[config.mk]
export PLATFORM = sky130hd
export DESIGN_NAME = inst_fetch_ctrl
export DESIGN_NICKNAME = d
export VERILOG_FILES = /design/src/rtl/fetch_pkg.sv /design/src/rtl/fetch_fifo.sv /design/src/rtl/inst_fetch_ctrl.sv
export SDC_FILE = /design/constraint.sdc
export NUM_CORES = 1
export LEC_CHECK = 0
export ABC_AREA = 1
export BUFFER_PORTS_ARGS = -buffer_cell sky130_fd_sc_hd__buf_2
export CAP_MARGIN = 20
export CORE_MARGIN = 1
export CORE_UTILIZATION = 35
export DETAILED_ROUTE_END_ITERATION = 10
export SYNTH_ARGS = -nofsm -noshare
export SYNTH_HDL_FRONTEND = slang
export SYNTH_SLANG_ARGS = --single-unit
[constraint.sdc]
create_clock -name clk -period 6.5 [get_ports clk]
set_input_delay 1.3 -clock clk [delete_from_list [all_inputs] [get_ports clk]]
set_output_delay 1.3 -clock clk [all_outputs]
set_load 0.02 [all_outputs]
[src/rtl/fetch_pkg.sv]
// -----------------------------------------------------------------------------
// fetch_pkg
// Shared types and constants for the instruction fetch sequencer:
//   fetch_state_e  fetch FSM state (IDLE, RUN, STOP)
//   fetch_entry_t  one prefetched instruction {pc, instr}
//   NOP_INSTR      instruction reported when nothing is valid
//   PC_STEP        byte distance between consecutive instructions
//   align_pc()     clears the two low address bits of a redirect target
// -----------------------------------------------------------------------------
package fetch_pkg;

  typedef enum logic [1:0] {
    IDLE = 2'd0,
    RUN  = 2'd1,
    STOP = 2'd2
  } fetch_state_e;

  typedef struct packed {
    logic [31:0] pc;
    logic [31:0] instr;
  } fetch_entry_t;

  localparam logic [31:0] NOP_INSTR = 32'h0000_0013;
  localparam logic [31:0] PC_STEP   = 32'd4;

  function automatic logic [31:0] align_pc(input logic [31:0] addr);
    return {addr[31:2], 2'b00};
  endfunction

endpackage

[src/rtl/fetch_fifo.sv]
// -----------------------------------------------------------------------------
// fetch_fifo
// Small synchronous FIFO holding prefetched instructions.
//   clk, rst_n  clock, asynchronous active-low reset
//   push        write wr_data (taken when not full, or when a pop frees a slot)
//   pop         drop the head entry (ignored when empty)
//   flush       discard all content; overrides push and pop
//   wr_data     entry to write
//   full        count == DEPTH
//   empty       count == 0
//   head        oldest entry (meaningful only when !empty)
// DEPTH must be a power of two >= 2 so the pointers wrap naturally.
// -----------------------------------------------------------------------------
module fetch_fifo
  import fetch_pkg::*;
#(
  parameter int  DEPTH   = 2,
  parameter type entry_t = fetch_entry_t
) (
  input  logic   clk,
  input  logic   rst_n,
  input  logic   push,
  input  logic   pop,
  input  logic   flush,
  input  entry_t wr_data,
  output logic   full,
  output logic   empty,
  output entry_t head
);

  localparam int PTR_W = $clog2(DEPTH);
  localparam int CNT_W = $clog2(DEPTH) + 1;

  entry_t             mem [DEPTH];
  logic [PTR_W-1:0]   rd_ptr;
  logic [PTR_W-1:0]   wr_ptr;
  logic [CNT_W-1:0]   count;
  logic               do_push;
  logic               do_pop;

  assign full    = (count == CNT_W'(DEPTH));
  assign empty   = (count == '0);
  assign do_pop  = pop && !empty;
  assign do_push = push && (!full || do_pop);
  assign head    = mem[rd_ptr];

  // NOTE: state registers use non-blocking assignments so every flop samples
  // the pre-edge values of the others, independent of statement order.
  always_ff @(posedge clk or negedge rst_n) begin
    if (!rst_n) begin
      rd_ptr <= '0;
      wr_ptr <= '0;
      count  <= '0;
    end else if (flush) begin
      rd_ptr <= '0;
      wr_ptr <= '0;
      count  <= '0;
    end else begin
      if (do_pop)  rd_ptr <= rd_ptr + 1'b1;
      if (do_push) wr_ptr <= wr_ptr + 1'b1;
      unique case ({do_push, do_pop})
        2'b10:   count <= count + 1'b1;
        2'b01:   count <= count - 1'b1;
        default: count <= count;
      endcase
    end
  end

  // NOTE: the storage array is not reset; the count alone decides which
  // entries are live, so clearing the data would only cost reset fan-out.
  always_ff @(posedge clk) begin
    if (do_push && !flush) mem[wr_ptr] <= wr_data;
  end

endmodule

[src/rtl/inst_fetch_ctrl.sv]
// -----------------------------------------------------------------------------
// inst_fetch_ctrl
// Fetch sequencer: owns the PC, reads the combinational program ROM once per
// cycle into a prefetch FIFO and hands {pc, instr} to decode.
//   clk, rst_n      clock, asynchronous active-low reset
//   start, stop     single-cycle pulses; stop wins when both are high
//   redirect_valid  execute requests a PC change (flushes the FIFO)
//   redirect_pc     redirect target, aligned down to a word
//   rom_addr        ROM address, always the current pc
//   rom_data        ROM read data for rom_addr, same cycle
//   out_valid       FIFO head valid
//   out_ready       decode accepts the head
//   out_pc          head pc (0 when !out_valid)
//   out_instr       head instruction (NOP_INSTR when !out_valid)
//   misalign_err    one-cycle pulse after a redirect with redirect_pc[1:0]!=0
//   running         FSM is in RUN
// -----------------------------------------------------------------------------
module inst_fetch_ctrl #(
  parameter logic [31:0] RESET_PC   = 32'h0000_0000,
  parameter int          FIFO_DEPTH = 2,
  parameter logic [31:0] NOP_INSTR  = fetch_pkg::NOP_INSTR
) (
  input  logic        clk,
  input  logic        rst_n,
  input  logic        start,
  input  logic        stop,
  input  logic        redirect_valid,
  input  logic [31:0] redirect_pc,
  output logic [31:0] rom_addr,
  input  logic [31:0] rom_data,
  output logic        out_valid,
  input  logic        out_ready,
  output logic [31:0] out_pc,
  output logic [31:0] out_instr,
  output logic        misalign_err,
  output logic        running
);

  import fetch_pkg::*;

  fetch_state_e  state;
  fetch_state_e  state_nxt;
  logic [31:0]   pc;
  fetch_entry_t  wr_entry;
  fetch_entry_t  head;
  logic          full;
  logic          empty;
  logic          pop;
  logic          push;

  // A redirect flushes the FIFO, so a handshake in the same cycle must not
  // count as consumed and nothing fetched from the stale pc may be kept.
  assign pop      = out_valid && out_ready && !redirect_valid;
  assign push     = (state == RUN) && !redirect_valid && (!full || pop);
  assign wr_entry = '{pc: pc, instr: rom_data};

  fetch_fifo #(
    .DEPTH   (FIFO_DEPTH),
    .entry_t (fetch_entry_t)
  ) u_fifo (
    .clk     (clk),
    .rst_n   (rst_n),
    .push    (push),
    .pop     (pop),
    .flush   (redirect_valid),
    .wr_data (wr_entry),
    .full    (full),
    .empty   (empty),
    .head    (head)
  );

  // NOTE: next-state is defaulted to the current state before the case, so
  // every path assigns it and no latch is inferred.
  always_comb begin
    state_nxt = state;
    unique case (state)
      IDLE:    if (start && !stop) state_nxt = RUN;
      RUN:     if (stop)           state_nxt = STOP;
      STOP:    if (start && !stop) state_nxt = RUN;
      default:                     state_nxt = IDLE;
    endcase
  end

  always_ff @(posedge clk or negedge rst_n) begin
    if (!rst_n) begin
      state        <= IDLE;
      pc           <= RESET_PC;
      misalign_err <= 1'b0;
    end else begin
      state        <= state_nxt;
      misalign_err <= redirect_valid && (redirect_pc[1:0] != 2'b00);
      if (redirect_valid) pc <= align_pc(redirect_pc);
      else if (push)      pc <= pc + PC_STEP;
    end
  end

  assign rom_addr  = pc;
  assign running   = (state == RUN);
  assign out_valid = !empty;
  assign out_pc    = empty ? 32'h0000_0000 : head.pc;
  assign out_instr = empty ? NOP_INSTR     : head.instr;

endmodule

==> results of run 1 <==
-- stage by stage --
stage | hold slack, ns | setup slack [ns] | total power (W) | instance area [sq um]
floorplan | 0.4424 | 1.691 | 0.002030 | 7236
global placement | 0.4571 | 2.360 | 0.002431 | 8298
detailed placement | 0.4608 | 2.568 | 0.002438 | 8318
CTS | 0.4705 | 2.433 | 0.003473 | 8925
global route | 0.4855 | 2.272 | 0.003612 | 8925
finish | 0.4674 | 2.511 | 0.003420 | 8925
-- layout make-up --
type | instances | area share [%]
repair buffers | 170 | 9.842
clock buffers | 17 | 4.767
clock inverters | 15 | 2.033
multi-input cells | 496 | 25.80
well taps | 270 | 3.785
inverters | 39 | 1.668
flip-flops and latches | 161 | 52.11
-- cells in the final DEF, fill, tap and decap left out, types with 12 or more instances in the layout --
cell type  instances
edfxtp_1         124
dfrtp_1           36
nor2_1            47
nand3_1           45
a21oi_1           68
nor2_4            12
nor2_2            16
clkbuf_16         17
buf_2            164
nand2_1          263
inv_1             29
-- sequential cells by signal, indices dropped and copies added, names as in the netlist --
signal / count
state: 2
u_fifo.count: 2
u_fifo.wr_ptr: 1
u_fifo.mem: 124
rom_addr: 30
misalign_err: 1
u_fifo.rd_ptr: 1
-- critical path, delay by kind of cell (launching register included) --
| kind | cells | cell delay, ns |
|---|---|---|
| AOI/OAI and AO/OA | 1 | 0.18 |
| buffers and inverters | 4 | 1.55 |
| DFF | 1 | 0.39 |
| and+or+nand+nor | 1 | 0.09 |
-- power by group through the flow --
stage / Clock, W / Sequential (W) / Combinational (W)
2_1_floorplan: 0 / 0.00134 / 0.000687
3_3_place_gp: 0 / 0.00134 / 0.00110
3_5_place_dp: 0 / 0.00134 / 0.00110
4_1_cts: 0.00105 / 0.00132 / 0.00110
5_1_grt: 0.00109 / 0.00133 / 0.00119
6_report: 0.00103 / 0.00131 / 0.00108
-- per-layer routing --
layer  up-vias  track usage, %
li1       2721               -
met1      2508           23.93
met2       181           26.89
met3        15           4.357
met4         0           5.158
met5         -               0
-- cells by family (layout without fill, tap and decap cells) --
logic type	after synthesis	in the layout	share of synthesized area, %
buffers and inverters	71	241	4.208
AND/OR/NAND/NOR	399	399	24.07
other	1	4	0.05191
adder cells (fa/ha/maj)	1	1	0.1732
flip-flops	161	161	64.36
AO/OA/AOI/OAI	81	81	5.802
XOR/XNOR	11	11	1.334
-- worst paths after layout --
kind	depth (start not counted)	endpoint	start	slack, ns
setup / recovery	6	out_pc[27]	u_fifo.rd_ptr	2.51
max in group asynchronous	1	u_fifo.rd_ptr	rst_n	4.91
setup reg to reg	6	u_fifo.mem[0][61]	state[1]	3.61
hold reg to reg	1	state[0]	state[0]	0.47
hold / removal	1	state[0]	state[0]	0.47
min in group asynchronous	1	rom_addr[25]	rst_n	0.99
==> results.cfg, run 1 <==
[grt]
grt_start_max_net_pins = 64
grt_usage_pct = 17.33
grt_overflow = 0
grt_pass1_wl_mm = 27.97
antenna_found_initial = 0
grt_pass1_vias = 5027

[pwr]
power.density_nw_per_um2 = 383.2
power.switching_w = 0.001288
leakage_nw = 3.740
swShare_pct = 37.67
irDropWorstVdd_uv = 314.9
p_int_w = 0.002132
p_comb_share_pct = 31.6
clock_power_share_pct = 30.0
power_frac_seq_pct = 38.4

[flow_run]
maxCapViolations = 0

[floorplan]
dieArea_sq_um = 21220
die_w_um = 145.7
die_y_um = 145.7
placementRows = 52
core-area_sq_um = 20230
ioPinCount = 169
start_util_pct = 35.70

[routing]
routed.top_layer = met4
via_per_inst = 4.645
drt-initial-drc-count = 391
wl_met2_mm = 8.291
drc_errors = 0
wirelength_mm = 17.66
route.vias.total = 5425
dr.pass1.iters = 5
route.met3.wl_mm = 1.099
met1Wirelength_mm = 8.090
ant_nets = 0
wl_per_cell_um = 15.12

[cells_and_area]
stdcell_count = 1168
multi_input_area_sq_um = 2302
fillerInstances = 1955
diodes = 0
areaGrowthSynthToFinish_pct = 23.54
layout-drive-gt1-share_pct = 28.06
register_area_sq_um = 4651
final_util_pct = 44.11
layout.nets = 956

[cts]
numCtsBuffers = 17
hold_buffers = 0
clock_latency_ns = 0.43
clk_path_buf_depth = 2
tritoncts = built
cts.htree.levels = 4
cts-root-buf = clkbuf_16
cts_setup_buffers = 0
clock-sinks = 161
clk_pin_slew_worst_paths_ns = 0.07
post_cts_resized = 0

[timing]
hold_violations = 0
rsz0062_at_grt = no
layout_min_cycle_time_ns = 3.989
finalSetupViolCount = 0
slew_violations = 0
timing.fmax_mhz = 250.7
period_share_pct = 61.37
fin_setup_tns_ns = 0
fin_skew_ns = 0.01506
tightest_slew_ns = 0.8701
slew_headroom_pct = 41.99

[setup_path]
crit_type = register to output port
crit_path_end_kind = output port
crit_top_cell = buf_4
cp_slowest_stage_delay_ns = 0.55
crit_path_max_fanout = 63
slowest_stage = inv_2
worstPathCellList = buf_4 -> inv_2 -> buf_4 -> nand2_1 -> a21oi_1 -> buf_2
critPathArrivalTime_ns = 2.69
required_ns = 5.20
start_kind = register

[logic_synthesis]
synthTopCellsByArea = edfxtp_1 52%, nand2_1 14%, dfrtp_1 13%
ys_async_sr_fraction_pct = 22.98
synth_seq_cells = 161
netlist_area_sq_um = 7224
synth_common_cells = 263 x nand2_1, 124 x edfxtp_1, 68 x a21oi_1
synth_seq_area_share_pct = 64.36
synth_enable_flop_cells = 124
yosysTopAreaCell = edfxtp_1
netlist.area_leader.share_pct = 51.54
ys_dominant_reg_cell = edfxtp_1
netlist_instances = 725
syn_area_per_cell_sq_um = 9.965
synth_cell_types = 30
synth_most_common_cell = nand2_1
ys_warn_count = 0

[placed_design]
place.gp.congestion = 0.8268
post-dp-hpwl_mm = 11.69
placed_cells = 1136
port_buffers = 164

[status]
status = completed

[min_path]
hp-class = register to register
Note: power is estimated with default switching activity, not from simulation.
==> run 2, diff against run 1 <==
==> constraint.sdc (replaced) <==
create_clock -name clk -period 3.6 [get_ports clk]
set_input_delay 0.72 -clock clk [delete_from_list [all_inputs] [get_ports clk]]
set_output_delay 0.72 -clock clk [all_outputs]
set_load 0.02 [all_outputs]
==> run 2 against run 1 <==
  * Setup slack worse by 1.6 ns
  * Global-route usage down 0.16 points
  * Die area stayed put
  * Non-clock buffer count grew 2
  * Critical path type unchanged
  * First-iteration DRC count decreased by 19%
==> results.cfg, run 2 (synthesized netlist as in run 1, its figures left out) <==
[status]
status = completed

[grt]
grt_usage_pct = 17.18
use_met1_pct = 23.25
grt_pass1_vias = 5153
antenna_found_initial = 0
grt-busiest-layer = met2
grt_start_max_net_pins = 63
grt.met3_usage_pct = 3.386
grt_overflow = 0
gr-usage-met2_pct = 27.89
grt_pass1_wl_mm = 27.92

[cts]
cts.htree.levels = 4
cts-root-buf = clkbuf_16
clock-sinks = 161
tritoncts = built
clock_latency_ns = 0.42
clk_path_buf_depth = 2
post_cts_resized = 0
hold_buffers = 0
numCtsBuffers = 17
clk_pin_slew_worst_paths_ns = 0.06
cts_setup_buffers = 0

[setup_path]
crit_type = register to output port
rr_endpoint = u_fifo.mem[0][54]
ff2ff_path_depth = 8
r2r_start = u_fifo.count[0]
required_ns = 2.88
rrSetupSlack_ns = 1.55
worstPathCellList = inv_2 -> buf_4 -> nand2_1 -> a21oi_1 -> buf_2
cp_slowest_stage_delay_ns = 0.40
slowest_stage = dfrtp_2
critPathArrivalTime_ns = 2.01
start_kind = register
crit_path_max_fanout = 28
crit_path_end_kind = output port

[cells_and_area]
mostFrequentLayoutCell = nand2_1
layout_common_cells = 263 x nand2_1, 164 x buf_2, 124 x edfxtp_1, 68 x a21oi_1, 47 x nor2_1
layout-drive-gt1-share_pct = 27.78
stdcell_count = 1170
layout.nets = 958
regMostFlops = u_fifo.mem
largest_register_ffs = 124
design_area_sq_um = 8935
areaGrowthSynthToFinish_pct = 23.68
diodes = 0
fillerInstances = 1965

[placed_design]
place.gp.congestion = 0.8340
placed_cells = 1138
port_buffers = 164
post-dp-hpwl_mm = 11.98
placed_area_sq_um = 8358

[pwr]
p_int_w = 0.003830
power.switching_w = 0.002262
swShare_pct = 37.13
power.density_nw_per_um2 = 681.8
leakage_nw = 3.754
power_frac_seq_pct = 39.0
irDropWorstVdd_uv = 409.4
clock_power_share_pct = 28.6
p_comb_share_pct = 32.5

[timing]
tightest_slew_ns = 0.8852
period_share_pct = 75.86
timing.fmax_mhz = 366.2
fin_setup_tns_ns = 0
layout_min_cycle_time_ns = 2.731
finalSetupViolCount = 0
rsz0062_at_grt = no
slew_violations = 0
hold_violations = 0
fin_skew_ns = 0.01011
slew_headroom_pct = 40.99

[routing]
ant_nets = 0
via_per_inst = 4.668
route.vias.total = 5462
wl_per_cell_um = 15.19
drt-initial-drc-count = 316
dr.pass1.iters = 4
drc_errors = 0
wirelength_mm = 17.78

[flow_run]
maxCapViolations = 0

[floorplan]
dieArea_sq_um = 21220
ioPinCount = 169
core-area_sq_um = 20230
die_y_um = 145.7
die_w_um = 145.7
start_util_pct = 35.70
placementRows = 52

[min_path]
hp-class = input pin to async pin
[run 2: changes by cell type in the layout (fill, tap and decap cells not counted)]
cell,change
clkinv_2,+1
clkbuf_16,+2
inv_8,-1
clkbuf_1,+4
clkinvlp_4,-3
inv_4,+1
inv_6,-3
buf_12,+2
bufinv_16,-2
clkbuf_8,+1
[run 2: cell type report]
type                            count  area (sq um)  share of cell area [%]
Sequential cell                   161          4651                   52.05
Multi-Input combinational cell    496          2302                   25.77
Timing Repair Buffer              172         918.4                   10.28
Clock buffer                       24         504.2                   5.643
Tap cell                          270         337.8                   3.781
Inverter                           39         148.9                   1.666
Clock inverter                      8         72.57                  0.8122
[run 2: worst max path at each step]
stage | from | end | slack, ns
floorplan | out_ready | u_fifo.mem[0][0] | 0.42
global placement | out_ready | u_fifo.mem[0][7] | 1.22
detailed placement | out_ready | u_fifo.mem[1][35] | 1.17
CTS | u_fifo.rd_ptr | out_pc[18] | 0.84
global route | u_fifo.rd_ptr | out_pc[18] | 0.68
finish | u_fifo.rd_ptr | out_pc[18] | 0.87
[run 2: worst max-delay path: cells and delay by family, from the launching register on]
kind | cells | cell delay, ns
buf+inv | 3 | 0.89
flops | 1 | 0.40
compound gates | 1 | 0.20
simple gates | 1 | 0.08
[run 2: metrics by stage]
step / hold WS, ns / util [%] / power (W) / worst slack [ns]
6_report: 0.4271 / 44.16 / 0.006092 / 0.8691
5_1_grt: 0.4724 / 44.16 / 0.006438 / 0.6821
4_1_cts: 0.4458 / 44.16 / 0.006183 / 0.8387
3_5_place_dp: 0.4681 / 41.31 / 0.004436 / 1.172
3_3_place_gp: 0.4590 / 41.31 / 0.004419 / 1.216
2_1_floorplan: 0.4244 / - / 0.003662 / 0.4214
[run 2: power groups by stage]
stage               Clock, W  Combinational, W  Sequential (W)
floorplan                  0           0.00124         0.00242
global placement           0           0.00201         0.00241
detailed placement         0           0.00202         0.00242
CTS                  0.00178           0.00202         0.00238
global route         0.00186           0.00218         0.00240
finish               0.00174           0.00198         0.00237
[run 2: metal layers]
layer	vias to the layer above	part of all wire (%)	wire [um]
met1	2569	46	8165
met4	0	0.91	162
li1	2726	-	-
met3	13	4.6	809
met2	154	49	8641
met5	-	0	0
